**src/rtl/mem_arbiter.sv**
```systemverilog
// Two-port (fetch/data) arbiter in front of a single memory unit.
// Optional `MEM_ARBITER_ROUND_ROBIN_EN selects round-robin instead of data-first priority.
module mem_arbiter (
  input  logic        clk,
  input  logic        reset,
  input  logic        f_req,
  input  logic [31:0] f_addr,
  output logic        f_done,
  output logic [31:0] f_rdata,
  output logic [2:0]  f_fault,
  input  logic        d_req,
  input  logic        d_is_write,
  input  logic        d_is_unsigned,
  input  logic [1:0]  d_op,
  input  logic [31:0] d_addr,
  input  logic [31:0] d_wdata,
  output logic        d_done,
  output logic [31:0] d_rdata,
  output logic [2:0]  d_fault,
  output logic        m_available,
  output logic        m_is_write,
  output logic        m_is_unsigned,
  output logic [1:0]  m_op,
  output logic [31:0] m_addr,
  output logic [31:0] m_in,
  input  logic [31:0] m_out,
  input  logic        m_busy,
  input  logic        m_op_fault,
  input  logic        m_addr_fault,
  input  logic        m_access_fault
);

  typedef enum logic [1:0] {
    S_IDLE,
    S_ISSUE,
    S_WAIT,
    S_DONE
  } state_t;

  state_t      state;
  logic        owner;
  logic [2:0]  sticky;
  logic        grant_data;
  logic        finish;
  logic [2:0]  cur_fault;
  logic [2:0]  fin_fault;
  logic [31:0] fin_rdata;

`ifdef MEM_ARBITER_ROUND_ROBIN_EN
  logic last_served;

  always_comb begin
    grant_data = d_req && (!f_req || !last_served);
  end

  always_ff @(posedge clk) begin
    if (reset) begin
      last_served <= 1'b0;
    end else if (state == S_DONE) begin
      last_served <= owner;
    end
  end
`else
  always_comb begin
    grant_data = d_req;
  end
`endif

  // Completion is decided combinationally so the done outputs can be registered
  // on the same edge that moves the FSM into DONE.
  always_comb begin
    cur_fault = {m_op_fault, m_addr_fault, m_access_fault};
    finish    = ((state == S_ISSUE) || (state == S_WAIT)) && !m_busy;
    fin_fault = sticky | cur_fault;
    fin_rdata = (state == S_WAIT) ? m_out : '0;
  end

  always_ff @(posedge clk) begin
    if (reset) begin
      state         <= S_IDLE;
      owner         <= 1'b0;
      sticky        <= '0;
      m_available   <= 1'b0;
      m_is_write    <= 1'b0;
      m_is_unsigned <= 1'b0;
      m_op          <= '0;
      m_addr        <= '0;
      m_in          <= '0;
      f_done        <= 1'b0;
      f_rdata       <= '0;
      f_fault       <= '0;
      d_done        <= 1'b0;
      d_rdata       <= '0;
      d_fault       <= '0;
    end else begin
      f_done  <= 1'b0;
      f_rdata <= '0;
      f_fault <= '0;
      d_done  <= 1'b0;
      d_rdata <= '0;
      d_fault <= '0;
      case (state)
        S_IDLE: begin
          if (f_req || d_req) begin
            owner       <= grant_data;
            m_available <= 1'b1;
            state       <= S_ISSUE;
            if (grant_data) begin
              m_is_write    <= d_is_write;
              m_is_unsigned <= d_is_unsigned;
              m_op          <= d_op;
              m_addr        <= d_addr;
              m_in          <= d_wdata;
            end else begin
              m_is_write    <= 1'b0;
              m_is_unsigned <= 1'b0;
              m_op          <= 2'b10;
              m_addr        <= f_addr;
              m_in          <= '0;
            end
          end
        end
        S_ISSUE: begin
          sticky <= fin_fault;
          state  <= m_busy ? S_WAIT : S_DONE;
        end
        S_WAIT: begin
          sticky <= fin_fault;
          if (!m_busy) begin
            state <= S_DONE;
          end
        end
        S_DONE: begin
          sticky <= '0;
          state  <= S_IDLE;
        end
      endcase
      if (finish) begin
        m_available <= 1'b0;
        if (owner) begin
          d_done  <= 1'b1;
          d_rdata <= fin_rdata;
          d_fault <= fin_fault;
        end else begin
          f_done  <= 1'b1;
          f_rdata <= fin_rdata;
          f_fault <= fin_fault;
        end
      end
    end
  end

endmodule

```
**config.mk**
```make
export PLATFORM = sky130hd
export DESIGN_NAME = mem_arbiter
export DESIGN_NICKNAME = d
export VERILOG_FILES = /design/src/rtl/mem_arbiter.sv
export SDC_FILE = /design/constraint.sdc
export NUM_CORES = 1
export LEC_CHECK = 0
export CORE_MARGIN = 3
export CORE_UTILIZATION = 42
export CTS_BUF_LIST = sky130_fd_sc_hd__clkbuf_8
export DETAILED_ROUTE_END_ITERATION = 8
export PLACE_DENSITY = 0.87
export SETUP_SLACK_MARGIN = 0.15
export SYNTH_ARGS = -nofsm -noshare
export SYNTH_HDL_FRONTEND = slang
export SYNTH_SLANG_ARGS = --single-unit
```
**constraint.sdc**
```tcl
create_clock -name clk -period 4 [get_ports clk]
set_input_delay 0.8 -clock clk [delete_from_list [all_inputs] [get_ports clk]]
set_output_delay 0.8 -clock clk [all_outputs]
set_load 0.03 [all_outputs]
```
==> run_results.csv <==
group,metric,value,unit
run_status,status,"finished, final reports clean",
cells_and_area,final_layout_size_suffix_gt1_share,5.18,%
sta,setup_tns,0,ns
detailed_routing,drt_iter0_markers,276,
power_and_ir_drop,vdd_drop_max,0.358,mV
synthesis,avgSynthCellArea,9.34,sq um
sta,finClkSkew,0.0136,ns
cells_and_area,area_growth,63.7,%
global_route,met1_usage,24.1,%
global_route,grt_max_degree,75,
critical_path,worst_r2r_endpoint,"d_rdata[18]$_SDFF_PP0_",
global_route,grt_pass1_vias,4620,
synthesis,netlist.area_leader.share,59.0,%
synthesis,synth_area_leaders,"dfxtp_1 59%, nor2_1 8.4%, mux2i_1 6.6%, nand2_1 5.3%, a211oi_1 5.1%",
place,port_buffers,280,
power_and_ir_drop,powerDensity,562,mW/mm^2
critical_path,r2r-start,"state[1]$_SDFFE_PP0P_",
critical_path,worstPathArrival,2.66,ns
sta,rsz0062_at_grt,"no",
detailed_routing,vias_per_cell,4.93,
cts,cts_hold_buf,0,
synthesis,ys_types,23,
cts,path_clk_slew,0.09,ns
global_route,met3_usage,8.05,%
critical_path,worstSetupEndpointType,"flop",
place,place_congestion,0.790,
critical_path,critPathKind,"primary input to flop",
cts,cts-root-buf,"clkbuf_8",
detailed_routing,routed_wl,15.0,mm
cts,cts_sinks,147,
sta,drv_slew,0,
detailed_routing,routed-via-count,4700,
sta,hold_viol,0,
critical_path,worstPathMaxFanout,36,
detailed_routing,postRouteAntennaNets,0,
cells_and_area,num_antenna_cells,0,
floorplan,die_x,115,microns
global_route,grtUsageTotal,22.3,%
sta,slew-limit-headroom,21.9,%
floorplan,start_util,43.3,%
critical_path,worstSetupStartpoint,"m_busy",
synthesis,synth_fp_nets,679,
critical_path,required,4.34,ns
place,hpwl,11.2,mm
synthesis,ys_ff_latch,147,
detailed_routing,post_drt_wl_per_cell,15.7,microns
critical_path,start_kind,"primary input",
flow_run,maxCapViolations,0,
critical_path,reg2reg_depth,5,
synthesis,synth_area,0.00499,sq mm
synthesis,syn_inst,534,
synthesis,yosysWarnings,0,
global_route,grt_pass1_wl,23.2,mm
cts,tritoncts,"yes",
critical_path,endpoint,"d_rdata[18]$_SDFF_PP0_",
detailed_routing,drc,0,
global_route,overflow,0,
floorplan,fp.dieH,115,microns
sta,setup_viol,0,
critical_path,rrSetupSlack,1.72,ns
cts,clk_latency,0.43,ns
global_route,busiest_layer,"met2",
floorplan,rows,39,
global_route,grt_use_met2,39.8,%
cts,cts_max_path_buffers,2,
sta,max_freq,431,MHz
floorplan,core_area,0.0115,sq mm
cts,post_cts_buffers,0,
sta,period_share,58.0,%
power_and_ir_drop,p_leak,3.07,nW
synthesis,yosysSeqAreaShare,59.0,%
sta,tightestPinTransition,1.17,ns
synthesis,yosysTopAreaCell,"dfxtp_1",
sta,fin_crit,2.32,ns
cts,post_cts_resized,0,
cts,htreeDepth,4,
floorplan,io_pins,281,
detailed_routing,dr.pass1.iters,6,
cells_and_area,nets,943,
floorplan,dieArea,0.0132,sq mm
global_route,antenna_found_initial,0,
cts,cts_buffers,17,
hold_path,hp-class,"flop to flop",
cells_and_area,postLayoutCoreUtil,70.9,%
## layout make-up
| type | count | area [sq um] |
|---|---|---|
| multi-input combinational | 340 | 1790 |
| clock buffer | 18 | 248 |
| inverter | 6 | 22.5 |
| timing repair buffer | 286 | 2840 |
| tap | 143 | 179 |
| clock inverter | 14 | 141 |
| sequential | 147 | 2940 |
| fill | 828 | 3350 |
## per-layer routing
metal / vias to the layer above / share of wire, %
li1: 2301 / -
met1: 2151 / 38
met2: 224 / 52
met3: 24 / 8.7
met4: 0 / 2.1
met5: - / 0
## state kept, by name, indices dropped and copies added (netlist names), 3 cells and up
register	cells
f_rdata	32
sticky	3
f_fault	3
d_rdata	32
m_addr	32
d_fault	3
m_in	32
## how the worst min path moves through the flow
stage,startpoint,endpoint,cells past startpoint
3_3_place_gp,m_in[16]$_SDFFE_PP0P_,m_in[16]$_SDFFE_PP0P_,2
5_1_grt,m_is_unsigned$_SDFFE_PP0P_,m_is_unsigned$_SDFFE_PP0P_,2
2_1_floorplan,sticky[0]$_SDFFE_PP0P_,sticky[0]$_SDFFE_PP0P_,2
4_1_cts,m_in[2]$_SDFFE_PP0P_,m_in[2]$_SDFFE_PP0P_,2
3_5_place_dp,m_op[0]$_SDFFE_PP0P_,m_op[0]$_SDFFE_PP0P_,2
6_report,m_op[0]$_SDFFE_PP0P_,m_op[0]$_SDFFE_PP0P_,2
## metrics by stage
stage          std cells  instance area (sq um)  hold WS, ns  worst slack (ns)  power [W]
2_1_floorplan        534                   4990        0.437              2.29    0.00287
3_3_place_gp         922                   7770        0.438              1.33    0.00344
3_5_place_dp         922                   7770        0.446              1.20    0.00349
4_1_cts              954                   8160        0.457              1.64    0.00463
5_1_grt              954                   8160        0.471              1.47    0.00484
6_report             954                   8160        0.456              1.68    0.00459
## Yosys cell counts, drive strengths merged
library cell / count
inv: 6
o21ai: 2
clkbuf: 15
ha: 5
nand2b: 3
a21oi: 39
nand2: 70
a21o: 1
o21a: 1
nor2: 112
nand3: 35
a211oi: 34
a221oi: 1
dfxtp: 147
buf: 26
a221o: 1
a22oi: 1
mux2i: 33
nor3b: 1
nand3b: 1
## critical path, stage by stage
cell             delay (ns)
clkdlybuf4s50_1        0.47
nor3b_1                0.31
nand2_1                0.73
nor2_1                 0.34
## logic make-up after synthesis
family | Yosys count | synth area share, %
buf+inv | 47 | 5.07
simple gates | 222 | 17.9
flops | 147 | 59.0
fa+ha+maj | 5 | 1.25
mux | 33 | 6.62
compound gates | 80 | 10.1
## cells in the final DEF (no fill, tap or decap)
cell / n
clkdlybuf4s50_1: 278
dfxtp_1: 147
nor2_1: 112
nand2_1: 70
a21oi_1: 39
nand3_1: 35
a211oi_1: 34
mux2i_1: 33
clkbuf_8: 18
inv_1: 6
inv_6: 6
buf_4: 6
ha_1: 5
nand2b_1: 3
clkinvlp_4: 3
inv_8: 2
buf_2: 2
nor3b_1: 1
o21ai_2: 1
o21a_2: 1
a22oi_1: 1
a221o_1: 1
a221oi_1: 1
a21o_1: 1
nand3b_1: 1
o21ai_0: 1
clkinv_4: 1
clkinv_2: 1
bufinv_16: 1
## report_power, final
group	switching, W	internal, W
clock network	0.000608	0.000528
logic	0.00102	0.000656
registers	0.000108	0.00167
(Power assumes the default switching activity.)
